<file path="config.mk">
export PLATFORM = sky130hd
export DESIGN_NAME = addr_dec_resp_fifo
export DESIGN_NICKNAME = d
export VERILOG_FILES = /design/src/rtl/addr_dec_resp_fifo.sv
export SDC_FILE = /design/constraint.sdc
export NUM_CORES = 1
export LEC_CHECK = 0
export BUFFER_PORTS_ARGS = -buffer_cell sky130_fd_sc_hd__buf_2
export CORE_AREA = 3 3 239 241
export DETAILED_ROUTE_END_ITERATION = 6
export DIE_AREA = 0 0 242 244
export GPL_TIMING_DRIVEN = 0
export PLACE_DENSITY = 0.31
export SYNTH_ARGS = -nofsm -noshare
export SYNTH_HDL_FRONTEND = slang
export SYNTH_SLANG_ARGS = --single-unit
</file>
<file path="constraint.sdc">
create_clock -name clk_i -period 3.1 [get_ports clk_i]
set_clock_uncertainty 0.1 [all_clocks]
set_input_delay 0.93 -clock clk_i [delete_from_list [all_inputs] [get_ports clk_i]]
set_output_delay 0.93 -clock clk_i [all_outputs]
set_load 0.03 [all_outputs]
</file>
<file path="src/rtl/addr_dec_resp_fifo.sv">
// Address decoder and in-order response mux for one master port of the TCDM
// crossbar. Requests are steered to the slave selected by add_i; the target
// index of every request that expects a response is queued in a small FIFO so
// responses can be returned to the master in issue order, even when slaves
// answer out of order or with variable latency.
//
// Optional build macro: ADDR_DEC_RESP_FIFO_OUT_REG_EN
//   Defined   -> a response output register sits between the mux and the
//                master (+1 cycle response latency, full throughput).
//   Undefined -> the response path is purely combinational.
module addr_dec_resp_fifo #(
  parameter int unsigned NumOut         = 8,
  parameter int unsigned ReqDataWidth   = 32,
  parameter int unsigned RespDataWidth  = 32,
  parameter int unsigned MaxOutstanding = 4,
  parameter int unsigned WriteRespOn    = 1
) (
  input  logic                               clk_i,
  input  logic                               rst_ni,
  // master side
  input  logic                               req_i,
  input  logic [$clog2(NumOut)-1:0]          add_i,
  input  logic                               wen_i,
  input  logic [ReqDataWidth-1:0]            data_i,
  output logic                               gnt_o,
  output logic                               vld_o,
  output logic [RespDataWidth-1:0]           rdata_o,
  input  logic                               rdy_i,
  // slave side
  output logic [NumOut-1:0]                  req_o,
  input  logic [NumOut-1:0]                  gnt_i,
  output logic [NumOut*ReqDataWidth-1:0]     data_o,
  input  logic [NumOut-1:0]                  rvld_i,
  input  logic [NumOut*RespDataWidth-1:0]    rdata_i,
  output logic [NumOut-1:0]                  rrdy_o,
  // status
  output logic [$clog2(MaxOutstanding+1)-1:0] outstanding_o,
  output logic                               idle_o
);

  localparam int unsigned IdxW = $clog2(NumOut);
  localparam int unsigned PtrW = (MaxOutstanding > 1) ? $clog2(MaxOutstanding) : 1;
  localparam int unsigned CntW = $clog2(MaxOutstanding + 1);
  localparam logic [CntW-1:0] MaxCnt  = CntW'(MaxOutstanding);
  localparam logic [PtrW-1:0] LastPtr = PtrW'(MaxOutstanding - 1);
  localparam logic            WrRsp   = (WriteRespOn != 0);

  logic [PtrW-1:0] wr_ptr_q, wr_ptr_d;
  logic [PtrW-1:0] rd_ptr_q, rd_ptr_d;
  logic [CntW-1:0] count_q, count_d;
  logic [IdxW-1:0] fifo_q [MaxOutstanding];

  logic                     full;
  logic                     nonempty;
  logic                     push;
  logic                     pop;
  logic [CntW-1:0]          occ;
  logic [IdxW-1:0]          head_idx;
  logic [NumOut-1:0]        head_sel;
  logic                     head_vld;
  logic [RespDataWidth-1:0] head_data;

  assign full     = (occ == MaxCnt);
  assign nonempty = (count_q != '0);
  assign head_idx = fifo_q[rd_ptr_q];
  assign data_o   = {NumOut{data_i}};
  assign push     = gnt_o & (~wen_i | WrRsp);

  // Request decode: only the addressed port sees the request, and only while
  // there is room to remember where its response must come from.
  always_comb begin
    // NOTE: every output of a combinational block gets a default first, so no
    // path leaves it unassigned and no latch is inferred.
    req_o = '0;
    gnt_o = 1'b0;
    for (int unsigned s = 0; s < NumOut; s++) begin
      if (add_i == IdxW'(s)) begin
        req_o[s] = req_i & ~full & rst_ni;
        gnt_o    = gnt_i[s] & req_o[s];
      end
    end
  end

  // Head-of-queue select: which slave's response is next in issue order.
  always_comb begin
    head_sel  = '0;
    head_vld  = 1'b0;
    head_data = '0;
    for (int unsigned s = 0; s < NumOut; s++) begin
      if (head_idx == IdxW'(s)) begin
        head_sel[s] = 1'b1;
        head_vld    = rvld_i[s];
        head_data   = rdata_i[s*RespDataWidth +: RespDataWidth];
      end
    end
  end

`ifdef ADDR_DEC_RESP_FIFO_OUT_REG_EN
  logic                     out_vld_q, out_vld_d;
  logic [RespDataWidth-1:0] out_data_q, out_data_d;
  logic                     take;

  // The register can accept a new response when empty or being drained.
  assign take    = ~out_vld_q | rdy_i;
  assign pop     = head_vld & nonempty & take;
  assign rrdy_o  = head_sel & {NumOut{take & nonempty}};
  assign vld_o   = out_vld_q;
  assign rdata_o = out_data_q;
  assign occ     = count_q + CntW'(out_vld_q);

  // Output register next state: load on a slave-side pop, clear on drain.
  always_comb begin
    out_vld_d  = out_vld_q;
    out_data_d = out_data_q;
    if (pop) begin
      out_vld_d  = 1'b1;
      out_data_d = head_data;
    end else if (rdy_i) begin
      out_vld_d  = 1'b0;
    end
  end

  // Output register state.
  always_ff @(posedge clk_i or negedge rst_ni) begin
    if (!rst_ni) begin
      out_vld_q  <= 1'b0;
      out_data_q <= '0;
    end else begin
      out_vld_q  <= out_vld_d;
      out_data_q <= out_data_d;
    end
  end
`else
  // Combinational response path: present the head response the same cycle.
  assign vld_o   = head_vld & nonempty;
  assign rdata_o = nonempty ? head_data : '0;
  assign rrdy_o  = head_sel & {NumOut{rdy_i & nonempty}};
  assign pop     = vld_o & rdy_i;
  assign occ     = count_q;
`endif

  assign outstanding_o = occ;
  assign idle_o        = (occ == '0);

  // Pointer and occupancy next state; pointers wrap at MaxOutstanding-1.
  always_comb begin
    wr_ptr_d = wr_ptr_q;
    rd_ptr_d = rd_ptr_q;
    count_d  = count_q;
    if (push) wr_ptr_d = (wr_ptr_q == LastPtr) ? '0 : wr_ptr_q + PtrW'(1);
    if (pop)  rd_ptr_d = (rd_ptr_q == LastPtr) ? '0 : rd_ptr_q + PtrW'(1);
    if (push && !pop)      count_d = count_q + CntW'(1);
    else if (!push && pop) count_d = count_q - CntW'(1);
  end

  // FIFO control state.
  always_ff @(posedge clk_i or negedge rst_ni) begin
    // NOTE: sequential state uses non-blocking assignments so every register
    // samples the pre-edge values regardless of statement order.
    if (!rst_ni) begin
      wr_ptr_q <= '0;
      rd_ptr_q <= '0;
      count_q  <= '0;
    end else begin
      wr_ptr_q <= wr_ptr_d;
      rd_ptr_q <= rd_ptr_d;
      count_q  <= count_d;
    end
  end

  // FIFO storage of target indices.
  // NOTE: the storage array is deliberately not reset; entries are only read
  // when count_q says they were written, and the pointers are reset.
  always_ff @(posedge clk_i) begin
    if (push) fifo_q[wr_ptr_q] <= add_i;
  end

`ifndef SYNTHESIS
  if (NumOut < 2) begin : g_bad_numout
    $fatal(1, "addr_dec_resp_fifo: NumOut must be >= 2");
  end
  if (MaxOutstanding < 1) begin : g_bad_maxout
    $fatal(1, "addr_dec_resp_fifo: MaxOutstanding must be >= 1");
  end

  a_no_pop_empty: assert property (@(posedge clk_i) disable iff (!rst_ni)
    !(pop && count_q == '0))
    else $error("addr_dec_resp_fifo: pop while empty");

  a_no_push_full: assert property (@(posedge clk_i) disable iff (!rst_ni)
    !(push && count_q == MaxCnt))
    else $error("addr_dec_resp_fifo: push while full");

  a_rdata_stable: assert property (@(posedge clk_i) disable iff (!rst_ni)
    (vld_o && !rdy_i) |=> (!vld_o || $stable(rdata_o)))
    else $error("addr_dec_resp_fifo: rdata_o changed while stalled");
`endif

endmodule

</file>
==> impl_metrics.env <==
export IMPL_outcome="complete, but fails checks"
export IMPL_violations="negative setup slack"
export IMPL_r2r_end="outstanding_o[2]"
export IMPL_cp_endpoint="rdata_o[18]"
export IMPL_rows=86
export IMPL_grt_pass1_vias=6623
export IMPL_powerDensity_nw_per_um2=823
export IMPL_crit_path_max_incr_delay_ns=0.52
export IMPL_drv_cap=0
export IMPL_wl_per_cell_um=16.5
export IMPL_grt_pass1_wl_um=45100
export IMPL_cp_end_kind="primary output"
export IMPL_setup_violations=43
export IMPL_syn_avg_cell_area_um2=9.15
export IMPL_slew_violations=0
export IMPL_grt_max_degree=12
export IMPL_core_area_um2=55100
export IMPL_vias=6190
export IMPL_yosys_area_top_type="buf_4"
export IMPL_clock_fmax_ghz=0.278
export IMPL_routed_wl_um=31900
export IMPL_die_area_um2=59000
export IMPL_synth_seq_cells=19
export IMPL_synthArstFlopShare_pct=36.8
export IMPL_rr_worst_depth=14
export IMPL_syn_instance_count=572
export IMPL_worst_pin_slew_ns=0.713
export IMPL_cts_sinks=19
export IMPL_cts_buffers=3
export IMPL_root_buffer="clkbuf_16"
export IMPL_io_pins=622
export IMPL_synth_cell_types=39
export IMPL_critPathMaxFanout=10
export IMPL_final_antenna_net_count=0
export IMPL_synth_warning_count=0
export IMPL_arrival_ns=2.56
export IMPL_via_per_inst=3.20
export IMPL_gp_congestion=0.931
export IMPL_dpl_cell_area_um2=9470
export IMPL_min_period_ns=3.59
export IMPL_cts_tree="done"
export IMPL_mostFrequentLayoutCell="buf_2"
export IMPL_hold_buffers=0
export IMPL_peakVddDrop_mv=0.273
export IMPL_clock_latency_ns=0.25
export IMPL_synthFlopType="edfxtp_1"
export IMPL_final_util_pct=19.0
export IMPL_max_clock_path_buffers=2
export IMPL_cp_start_kind="flop"
export IMPL_start_util_pct=9.50
export IMPL_final_period_utilization_pct=116
export IMPL_relSlewSlack_pct=52.4
export IMPL_stdcell_area_um2=10500
export IMPL_hold_path_class="in2async"
export IMPL_area_delta_synth_final_pct=100
export IMPL_rsz0062_at_grt="yes"
export IMPL_grt_util_all_layers_pct=10.1
export IMPL_synth_fp_nets=891
export IMPL_rrSetupSlack_ns=-0.11
export IMPL_crit_chain="buf_6 -> mux4_2 -> buf_12 -> buf_16 -> buf_8 -> mux4_2 -> nand2_2 -> a21oi_4 -> buf_6"
export IMPL_h_tree_depth=1
export IMPL_grt_antenna_before_repair=4
export IMPL_seq_area_frac_synth_pct=10.2
export IMPL_synth_area_leaders="buf_4 37%, mux4_2 25%, edfxtp_1 6.9%, nand2_1 4.7%, dfrtp_1 3.3%"
export IMPL_post_dp_hpwl_um=28300
export IMPL_die_h_um=244
export IMPL_hold_viol=0
export IMPL_clk_pin_slew_ns=0.05
export IMPL_worst_path_max_delay_cell="mux4_2"
export IMPL_crit_start="rd_ptr_q[0]"
export IMPL_r2r_start="rd_ptr_q[0]"
export IMPL_drt_initial_drc_count=156
export IMPL_portBuffers=588
export IMPL_dieWidth_um=242
export IMPL_firstDrtPassIters=4
export IMPL_layout_nets=1506
export IMPL_leakage_nw=5.21
export IMPL_remaining_drc_errors=0
export IMPL_most_common_layout_cells="546 x buf_2, 287 x buf_4, 57 x mux4_2"
export IMPL_synth_edf_count=12
export IMPL_fin_hold_ws_ns=0.418
export IMPL_path_class="reg2out"
export IMPL_yosys_area_top_type_share_pct=36.9
export IMPL_post_place_ws_ns=-0.815
export IMPL_setup_ws_ns=-0.493
export IMPL_globalRoute_totalOverflow=0
export IMPL_synth_area_um2=5230
export IMPL_cp_data_required_time_ns=2.07
export IMPL_drive_above_1_share_pct=90.7
-- critical path: cells and delay by family (launching register included) --
family	cells	cell delay, ns
buffers and inverters	5	0.79
AOI/OAI and AO/OA	1	0.05
and+or+nand+nor	1	0.10
DFF	1	0.36
muxes	2	0.99
-- kinds of logic (layout without fill, tap and decap cells) --
kind of cell               count (synthesis)  in the layout  share of synthesized area, %
AOI/OAI and AO/OA                         55             55                          6.77
muxes                                     84             84                          30.0
buffers and inverters                    289            903                          41.2
and+or+nand+nor                          115            115                          9.49
adders and majority gates                  7              7                          1.82
other                                      0              1                             0
xor gates and xnor gates                   3              3                         0.502
DFF                                       19             19                          10.2
-- Yosys cell counts, types with 2 or more instances --
| cell type | n |
|---|---|
| a221oi_1 | 4 |
| nor3_1 | 9 |
| and2_1 | 4 |
| nor2_1 | 22 |
| buf_4 | 257 |
| a21oi_1 | 33 |
| mux4_2 | 57 |
| mux2_2 | 11 |
| dfrtp_1 | 7 |
| buf_2 | 10 |
| xor2_1 | 2 |
| edfxtp_1 | 12 |
| buf_6 | 5 |
| buf_1 | 3 |
| a2bb2oi_1 | 2 |
| ha_1 | 6 |
| buf_8 | 2 |
| clkbuf_1 | 7 |
| nand2_1 | 66 |
| a22o_1 | 4 |
| nor3b_1 | 3 |
| o21ai_0 | 3 |
| mux2i_1 | 14 |
| buf_12 | 2 |
| o21ai_1 | 2 |
| nor2b_1 | 4 |
| nand2b_1 | 6 |
| inv_1 | 3 |
| mux2_1 | 2 |
-- registers in the layout, summed over array words and instances, names as in the netlist --
| register | count |
|---|---|
| fifo_q | 12 |
| outstanding_o | 3 |
| rd_ptr_q | 2 |
| wr_ptr_q | 2 |
-- how the worst min path moves through the flow --
stage / startpoint / to / cells after the start
detailed placement: outstanding_o[2] / outstanding_o[2] / 1
global placement: outstanding_o[2] / outstanding_o[2] / 1
CTS: rst_ni / outstanding_o[2] / 1
floorplan: wr_ptr_q[0] / wr_ptr_q[0] / 3
finish: rst_ni / outstanding_o[2] / 1
global route: rst_ni / outstanding_o[2] / 1
-- stage by stage --
step           setup TNS (ns)  cells  power (W)
4_1_cts                -18.90   1932    0.00872
5_1_grt                -21.62   1935    0.00924
3_3_place_gp           -46.15   1908    0.00703
3_5_place_dp           -25.41   1909    0.00705
6_report               -16.60   1935    0.00863
2_1_floorplan           -1.03    572    0.00501
-- what timing repair did --
action,CTS,global route
cloned,1,0
resized for setup,178,28
pin swaps,24,14
endpoints found under the setup margin,45,52
endpoints found under the hold margin,0,0
setup buffers,20,2
-- area by class of cell --
| type | count | area (um^2) |
|---|---|---|
| antenna | 1 | 2.50 |
| buffer | 284 | 2270 |
| clock buffer | 3 | 75.1 |
| clock inverter | 1 | 5.00 |
| fill | 6314 | 44600 |
| inverter | 3 | 11.3 |
| multi-input combinational | 264 | 3240 |
| sequential | 19 | 536 |
| tap | 748 | 936 |
| timing repair buffer | 612 | 3420 |
-- metal layers --
layer | GRT usage [%] | vias to the layer above | part of all wire [%] | wire length (um)
li1 | - | 2973 | - | -
met1 | 11.1 | 2904 | 38 | 12100
met2 | 20.1 | 292 | 55 | 17500
met3 | 2.17 | 15 | 6.3 | 2030
met4 | 1.10 | 6 | 0.93 | 298
met5 | 0 | - | 0.094 | 30
-- where the power goes --
group	switching [W]	internal, W
combinational	0.00434	0.00362
sequential	0.0000789	0.000329
clock	0.0000863	0.000173
No activity file was read; power rests on OpenSTA's default activity.
